--- src/rtl/sprite_layer_engine.sv ---
// sprite_layer_engine: multi-sprite renderer with a three-stage pipeline.
// Stage 1 computes ROM addresses, stage 2 waits on the synchronous ROMs, and
// stage 3 picks the highest-priority opaque pixel and tracks collisions.
// Optional feature: define SPRITE_MIRROR_EN to add per-sprite horizontal flip.
module sprite_layer_engine #(
    parameter int                 NUM_SPRITES = 4,
    parameter int                 SPR_W       = 32,
    parameter int                 SPR_H       = 64,
    parameter int                 COORD_W     = 10,
    parameter int                 COLOR_W     = 12,
    parameter logic [COLOR_W-1:0] TRANSPARENT = '0,
    parameter int                 ADDR_W      = $clog2(SPR_W) + $clog2(SPR_H),
    parameter int                 ID_W        = (NUM_SPRITES > 1) ? $clog2(NUM_SPRITES) : 1
) (
    input  logic                           clk,
    input  logic                           reset,
    input  logic [COORD_W-1:0]             pix_row,
    input  logic [COORD_W-1:0]             pix_col,
    input  logic                           video_on,
    input  logic                           frame_start,
    input  logic [NUM_SPRITES*COORD_W-1:0] spr_x,
    input  logic [NUM_SPRITES*COORD_W-1:0] spr_y,
    input  logic [NUM_SPRITES-1:0]         spr_en,
`ifdef SPRITE_MIRROR_EN
    input  logic [NUM_SPRITES-1:0]         spr_flip,
`endif
    output logic [NUM_SPRITES*ADDR_W-1:0]  rom_addr,
    input  logic [NUM_SPRITES*COLOR_W-1:0] rom_data,
    output logic [COLOR_W-1:0]             pix_out,
    output logic                           pix_hit,
    output logic [ID_W-1:0]                hit_id,
    output logic [NUM_SPRITES-1:0]         collision
);

    localparam int XW = $clog2(SPR_W);
    localparam int YW = $clog2(SPR_H);

    // Frame-stable copies of the sprite configuration.
    logic [NUM_SPRITES*COORD_W-1:0] shadow_x_q, shadow_x_d;
    logic [NUM_SPRITES*COORD_W-1:0] shadow_y_q, shadow_y_d;
    logic [NUM_SPRITES-1:0]         shadow_en_q, shadow_en_d;
`ifdef SPRITE_MIRROR_EN
    logic [NUM_SPRITES-1:0]         shadow_flip_q, shadow_flip_d;
`endif

    // Pipeline registers; in_box and video bits double as the valid flags.
    logic [NUM_SPRITES*ADDR_W-1:0] rom_addr_q, rom_addr_d;
    logic [NUM_SPRITES-1:0]        in_box_s1_q, in_box_s1_d;
    logic [NUM_SPRITES-1:0]        in_box_s2_q, in_box_s2_d;
    logic                          video_s1_q, video_s1_d;
    logic                          video_s2_q, video_s2_d;
    logic [COLOR_W-1:0]            pix_out_q, pix_out_d;
    logic                          pix_hit_q, pix_hit_d;
    logic [ID_W-1:0]               hit_id_q, hit_id_d;
    logic [NUM_SPRITES-1:0]        acc_q, acc_d;
    logic [NUM_SPRITES-1:0]        collision_q, collision_d;

    // Stage-1 scratch values, one sprite at a time.
    logic [COORD_W:0]              dx, dy;
    logic [XW-1:0]                 col;

    // Stage-3 scratch values.
    logic [NUM_SPRITES-1:0]        opaque;
    logic [NUM_SPRITES-1:0]        event_bits;
    logic                          seen, multi;

    // Latch the sprite configuration only at frame boundaries to avoid tearing.
    always_comb begin
        shadow_x_d  = shadow_x_q;
        shadow_y_d  = shadow_y_q;
        shadow_en_d = shadow_en_q;
`ifdef SPRITE_MIRROR_EN
        shadow_flip_d = shadow_flip_q;
`endif
        if (frame_start) begin
            shadow_x_d  = spr_x;
            shadow_y_d  = spr_y;
            shadow_en_d = spr_en;
`ifdef SPRITE_MIRROR_EN
            shadow_flip_d = spr_flip;
`endif
        end
    end

    // Stage 1: signed offsets into each sprite box and the ROM address per sprite.
    always_comb begin
        // NOTE: every output of a combinational block gets a default first, so no path can infer a latch.
        rom_addr_d  = '0;
        in_box_s1_d = '0;
        dx          = '0;
        dy          = '0;
        col         = '0;
        for (int i = 0; i < NUM_SPRITES; i++) begin
            // Zero-extended subtraction: bit COORD_W is the sign, so a position
            // left of or above the sprite is never seen as a large positive offset.
            dx  = {1'b0, pix_col} - {1'b0, shadow_x_q[i*COORD_W +: COORD_W]};
            dy  = {1'b0, pix_row} - {1'b0, shadow_y_q[i*COORD_W +: COORD_W]};
            col = dx[XW-1:0];
`ifdef SPRITE_MIRROR_EN
            // SPR_W-1-dx within a power-of-two field is the bitwise inverse.
            if (shadow_flip_q[i]) begin
                col = ~dx[XW-1:0];
            end
`endif
            // Upper bits all zero means 0 <= offset < size (sign bit included).
            in_box_s1_d[i] = shadow_en_q[i] && (dx[COORD_W:XW] == '0) && (dy[COORD_W:YW] == '0);
            if (in_box_s1_d[i]) begin
                rom_addr_d[i*ADDR_W +: ADDR_W] = {dy[YW-1:0], col};
            end
        end
        in_box_s2_d = in_box_s1_q;
        video_s1_d  = video_on;
        video_s2_d  = video_s1_q;
    end

    // Stage 3: priority select of the lowest opaque index plus collision tracking.
    always_comb begin
        opaque     = '0;
        pix_out_d  = '0;
        pix_hit_d  = 1'b0;
        hit_id_d   = '0;
        seen       = 1'b0;
        multi      = 1'b0;
        for (int i = 0; i < NUM_SPRITES; i++) begin
            opaque[i] = in_box_s2_q[i] && video_s2_q &&
                        (rom_data[i*COLOR_W +: COLOR_W] != TRANSPARENT);
            if (opaque[i]) begin
                multi = multi | seen;
                seen  = 1'b1;
            end
        end
        // Walk downward so the lowest opaque index is the last one written.
        for (int i = NUM_SPRITES - 1; i >= 0; i--) begin
            if (opaque[i]) begin
                pix_out_d = rom_data[i*COLOR_W +: COLOR_W];
                hit_id_d  = ID_W'(i);
                pix_hit_d = 1'b1;
            end
        end
        event_bits = multi ? opaque : '0;
        // An overlap on the frame_start cycle still belongs to the closing frame.
        if (frame_start) begin
            collision_d = acc_q | event_bits;
            acc_d       = '0;
        end else begin
            collision_d = collision_q;
            acc_d       = acc_q | event_bits;
        end
    end

    // All state, with synchronous reset flushing the pipeline and configuration.
    always_ff @(posedge clk) begin
        // NOTE: sequential state uses non-blocking assignments so every flop samples pre-edge values.
        if (reset) begin
            shadow_x_q  <= '0;
            shadow_y_q  <= '0;
            shadow_en_q <= '0;
`ifdef SPRITE_MIRROR_EN
            shadow_flip_q <= '0;
`endif
            rom_addr_q  <= '0;
            in_box_s1_q <= '0;
            in_box_s2_q <= '0;
            video_s1_q  <= 1'b0;
            video_s2_q  <= 1'b0;
            pix_out_q   <= '0;
            pix_hit_q   <= 1'b0;
            hit_id_q    <= '0;
            acc_q       <= '0;
            collision_q <= '0;
        end else begin
            shadow_x_q  <= shadow_x_d;
            shadow_y_q  <= shadow_y_d;
            shadow_en_q <= shadow_en_d;
`ifdef SPRITE_MIRROR_EN
            shadow_flip_q <= shadow_flip_d;
`endif
            rom_addr_q  <= rom_addr_d;
            in_box_s1_q <= in_box_s1_d;
            in_box_s2_q <= in_box_s2_d;
            video_s1_q  <= video_s1_d;
            video_s2_q  <= video_s2_d;
            pix_out_q   <= pix_out_d;
            pix_hit_q   <= pix_hit_d;
            hit_id_q    <= hit_id_d;
            acc_q       <= acc_d;
            collision_q <= collision_d;
        end
    end

    assign rom_addr  = rom_addr_q;
    assign pix_out   = pix_out_q;
    assign pix_hit   = pix_hit_q;
    assign hit_id    = hit_id_q;
    assign collision = collision_q;

endmodule

--- config.mk ---
export PLATFORM = sky130hd
export DESIGN_NAME = sprite_layer_engine
export DESIGN_NICKNAME = d
export VERILOG_FILES = /design/src/rtl/sprite_layer_engine.sv
export SDC_FILE = /design/constraint.sdc
export NUM_CORES = 1
export LEC_CHECK = 0
export ABC_CLOCK_PERIOD_IN_PS = 2920
export BUFFER_PORTS_ARGS = -buffer_cell sky130_fd_sc_hd__buf_4
export CAP_MARGIN = 20
export CORE_UTILIZATION = 43
export DETAILED_ROUTE_END_ITERATION = 6
export GPL_TIMING_DRIVEN = 0
export PLACE_DENSITY = 0.66
export SLEW_MARGIN = 20
export SYNTH_ARGS = -nofsm -noshare
export SYNTH_HDL_FRONTEND = slang
export SYNTH_SLANG_ARGS = --single-unit
export TNS_END_PERCENT = 100
--- constraint.sdc ---
create_clock -name clk -period 2.92 [get_ports clk]
set_clock_uncertainty 0.1 [all_clocks]
set_input_delay 0.146 -clock clk [delete_from_list [all_inputs] [get_ports clk]]
set_output_delay 0.146 -clock clk [all_outputs]
set_load 0.02 [all_outputs]
==> metrics.txt <==
Yosys cell types=64; cell area after synthesis=0.00931 mm2; unrepaired setup endpoints after global routing=yes; Layout area overhead=39.2%; fin cells=1701; Bufs and invs on worst path=0; Seq/Total Area, Yosys=34.6%; fin area=0.0130 mm2; Avg Inst Size Synth=8.65 um2; max-slew violations=0; vias in the first global route=8411; final hold slack=63.6 ps; CP Cell Sequence=ha_1 > fa_1 > nor2b_2 > o31a_1 > nor3_1 > o2bb2ai_1 > o2111ai_1 > or4_4 > nor3b_1; final setup TNS=-36.5 ps; Initial Util=44.0%; Via Count=8991; Worst-Margin Slew=872 ps; post-route ant nets=0; CP max FO=4; Site Rows=53; Mapped Nets=1320; Synth Register Bits=161; P_leak=5.68 nW; layout cells sized above 1=20.4%; IO buf count=216; hpwl dp=20.9 mm; met2 Use GR=44.7%; status=finished with violations; met3 usage=4.04%; initial drt markers=475; crit path from=shadow_x_q[20]; final setup violation count=5; Core Box Area=0.0212 mm2; Fin. Hold Viols=0; total track usage=25.1%; PnR worst setup slack=-11.0 ps; placer's final routability congestion estimate=1.06; Max Clk Rate=0.341 GHz; Ys Warns=0; Worst path max stage delay=590 ps; Final Power=5.92 mW; worst hold path type=input pin to flip-flop; Worst EP arrival=3160 ps; DRC errors left=0; Top Ports=219; Die Height=149 um; Clock Sinks=161; delay-heaviest family, CP=simple AND/OR/NAND/NOR gates; largest net degree at the start of global routing=17; Worst-Skew Late Latency=430 ps; Routed wire per std cell=16.6 um; Reg2Reg Launch Point=shadow_x_q[20]; Slew Limit Headroom=41.9%; Reg clk slew, reported paths=60 ps; Area after DPL=0.0113 mm2; global-route wire length before repair=42.7 mm; root buffer cell=clkbuf_16; Die X-Extent=149 um; number of flops mapped to enable cells by yosys=0; Placed Instances=1567; Avg Vias per Cell=5.29; grt peak-use layer=met2; GRT Residual Overflow=0; crit start category=flip-flop; Tmin final=2930 ps; Num CTS Buffers=17; async set or reset register ratio after synthesis=0%; VDD IR max=0.400 mV; Fill cells=1864; power density over cell area=457 mW/mm2; Synth Flop Type=dfxtp_1; Post-Route WL=28.3 mm; critical path class=flip-flop to flip-flop; fin nets=1655; antenna violations before repair=1; max_cap viols=0; CP required=3150 ps; worst hold start=rom_data[35]; Max clock buf depth=2; slowest cell on the critical path=or4_4; drt pass-1 iters=6; CTS tree=yes; Tcrit/Tclk final=100%; synthesized instance count=1076; M1 GR Usage=30.9%; htree depth=4; CP Capture Type=flip-flop; die area=0.0222 mm2; failing checks=negative setup slack
logic make-up after synthesis:
family / after synthesis / share of synthesized area [%]
buf+inv: 139 / 5.97
simple gates: 346 / 18.6
mux: 89 / 9.58
xor+xnor: 37 / 3.48
fa+ha+maj: 88 / 12.5
flops: 161 / 34.6
compound gates: 216 / 15.3
what timing repair did:
| action | CTS | global route |
|---|---|---|
| setup endpoints to repair | 13 | 24 |
| hold buffers | 97 | 0 |
| gates cloned | 0 | 1 |
| pin swaps | 0 | 11 |
| endpoints found under the hold margin | 97 | 0 |
| setup buffers | 0 | 2 |
| gates resized for setup | 5 | 25 |
registers in the layout, summed over array words and instances (netlist names):
name and flops:
shadow_x_q 40, pix_hit 1, video_s1_q 1, shadow_en_q 4
in_box_s1_q 4, rom_addr 44, collision 4, acc_q 4
shadow_y_q 40, pix_out 12, in_box_s2_q 4, hit_id 2
video_s2_q 1
worst register-to-register path: cells and delay by family (launching register included):
family,cells,cell delay [ps]
AO/OA/AOI/OAI,3,690
flip-flops,1,310
adder cells (fa/ha/maj),2,630
AND/OR/NAND/NOR,4,1130
power by group:
part | total [mW] | switching (mW) | internal [mW] | leakage [nW]
registers | 2.31 | 0.0404 | 2.27 | 1.31
clock network | 2.16 | 0.933 | 1.23 | 0.278
logic | 1.45 | 0.769 | 0.686 | 4.09
final cells by class:
cell class              count  area, um2  share of cell area (%)
clock inverters            11        105                   0.811
multi-input cells         776       5620                    43.4
flip-flops and latches    161       3220                    24.9
diodes                      2       5.00                  0.0386
clock buffers              21        460                    3.55
inverters                  96        360                    2.78
well taps                 275        344                    2.65
plain buffers              43        209                    1.61
repair buffers            316       2630                    20.3
path summary, 6_finish.rpt:
kind,to,slack [ps],cells past startpoint
worst max-delay path,rom_addr[25],-10,9
worst min-delay path,pix_out[11],60,5
worst max register to register,rom_addr[25],-10,9
worst min register to register,in_box_s2_q[2],340,1
metal layers:
layer  vias to the layer above  wire (um)  part of all wire (%)
li1                       4466          -                     -
met1                      4172      12300                    44
met2                       305      13700                    49
met3                        48       1480                   5.2
met4                         0        728                   2.6
met5                         -          0                     0
stage by stage:
| step | setup WS (ps) | util, % |
|---|---|---|
| 2_1_floorplan | 334 | - |
| 3_3_place_gp | -335 | 53.3 |
| 3_5_place_dp | -359 | 53.3 |
| 4_1_cts | 10.5 | 60.7 |
| 5_1_grt | -117 | 61.3 |
| 6_report | -11.0 | 61.3 |
Yosys cell counts (9+ instances only):
master / n / area [um2]
o2111ai_1: 9 / 78.8
nand2_1: 32 / 120
o21ai_0: 36 / 180
clkbuf_1: 27 / 101
dfxtp_1: 161 / 3220
o21a_1: 17 / 128
nor2b_1: 21 / 131
a21o_1: 10 / 75.1
xor2_1: 16 / 140
xnor2_1: 21 / 184
nor4_1: 19 / 119
a211oi_1: 10 / 75.1
nor2_1: 150 / 563
buf_1: 9 / 33.8
inv_1: 96 / 360
nand3_1: 29 / 145
a21oi_1: 60 / 300
nand2b_1: 16 / 100
ha_1: 80 / 1000
a31oi_1: 15 / 93.8
nor3_1: 35 / 175
mux2i_1: 88 / 881
placed cells by master, fill, tap and decap left out, types with 29 or more instances in the layout:
| master | count |
|---|---|
| a21oi_1 | 59 |
| nand3_1 | 29 |
| nor3_1 | 35 |
| inv_1 | 95 |
| mux2i_1 | 88 |
| o21ai_0 | 36 |
| ha_1 | 79 |
| dfxtp_1 | 160 |
| dlygate4sd3_1 | 97 |
| nor2_1 | 145 |
| nand2_1 | 32 |
| buf_4 | 219 |
Power figures use the tool's default switching activity.
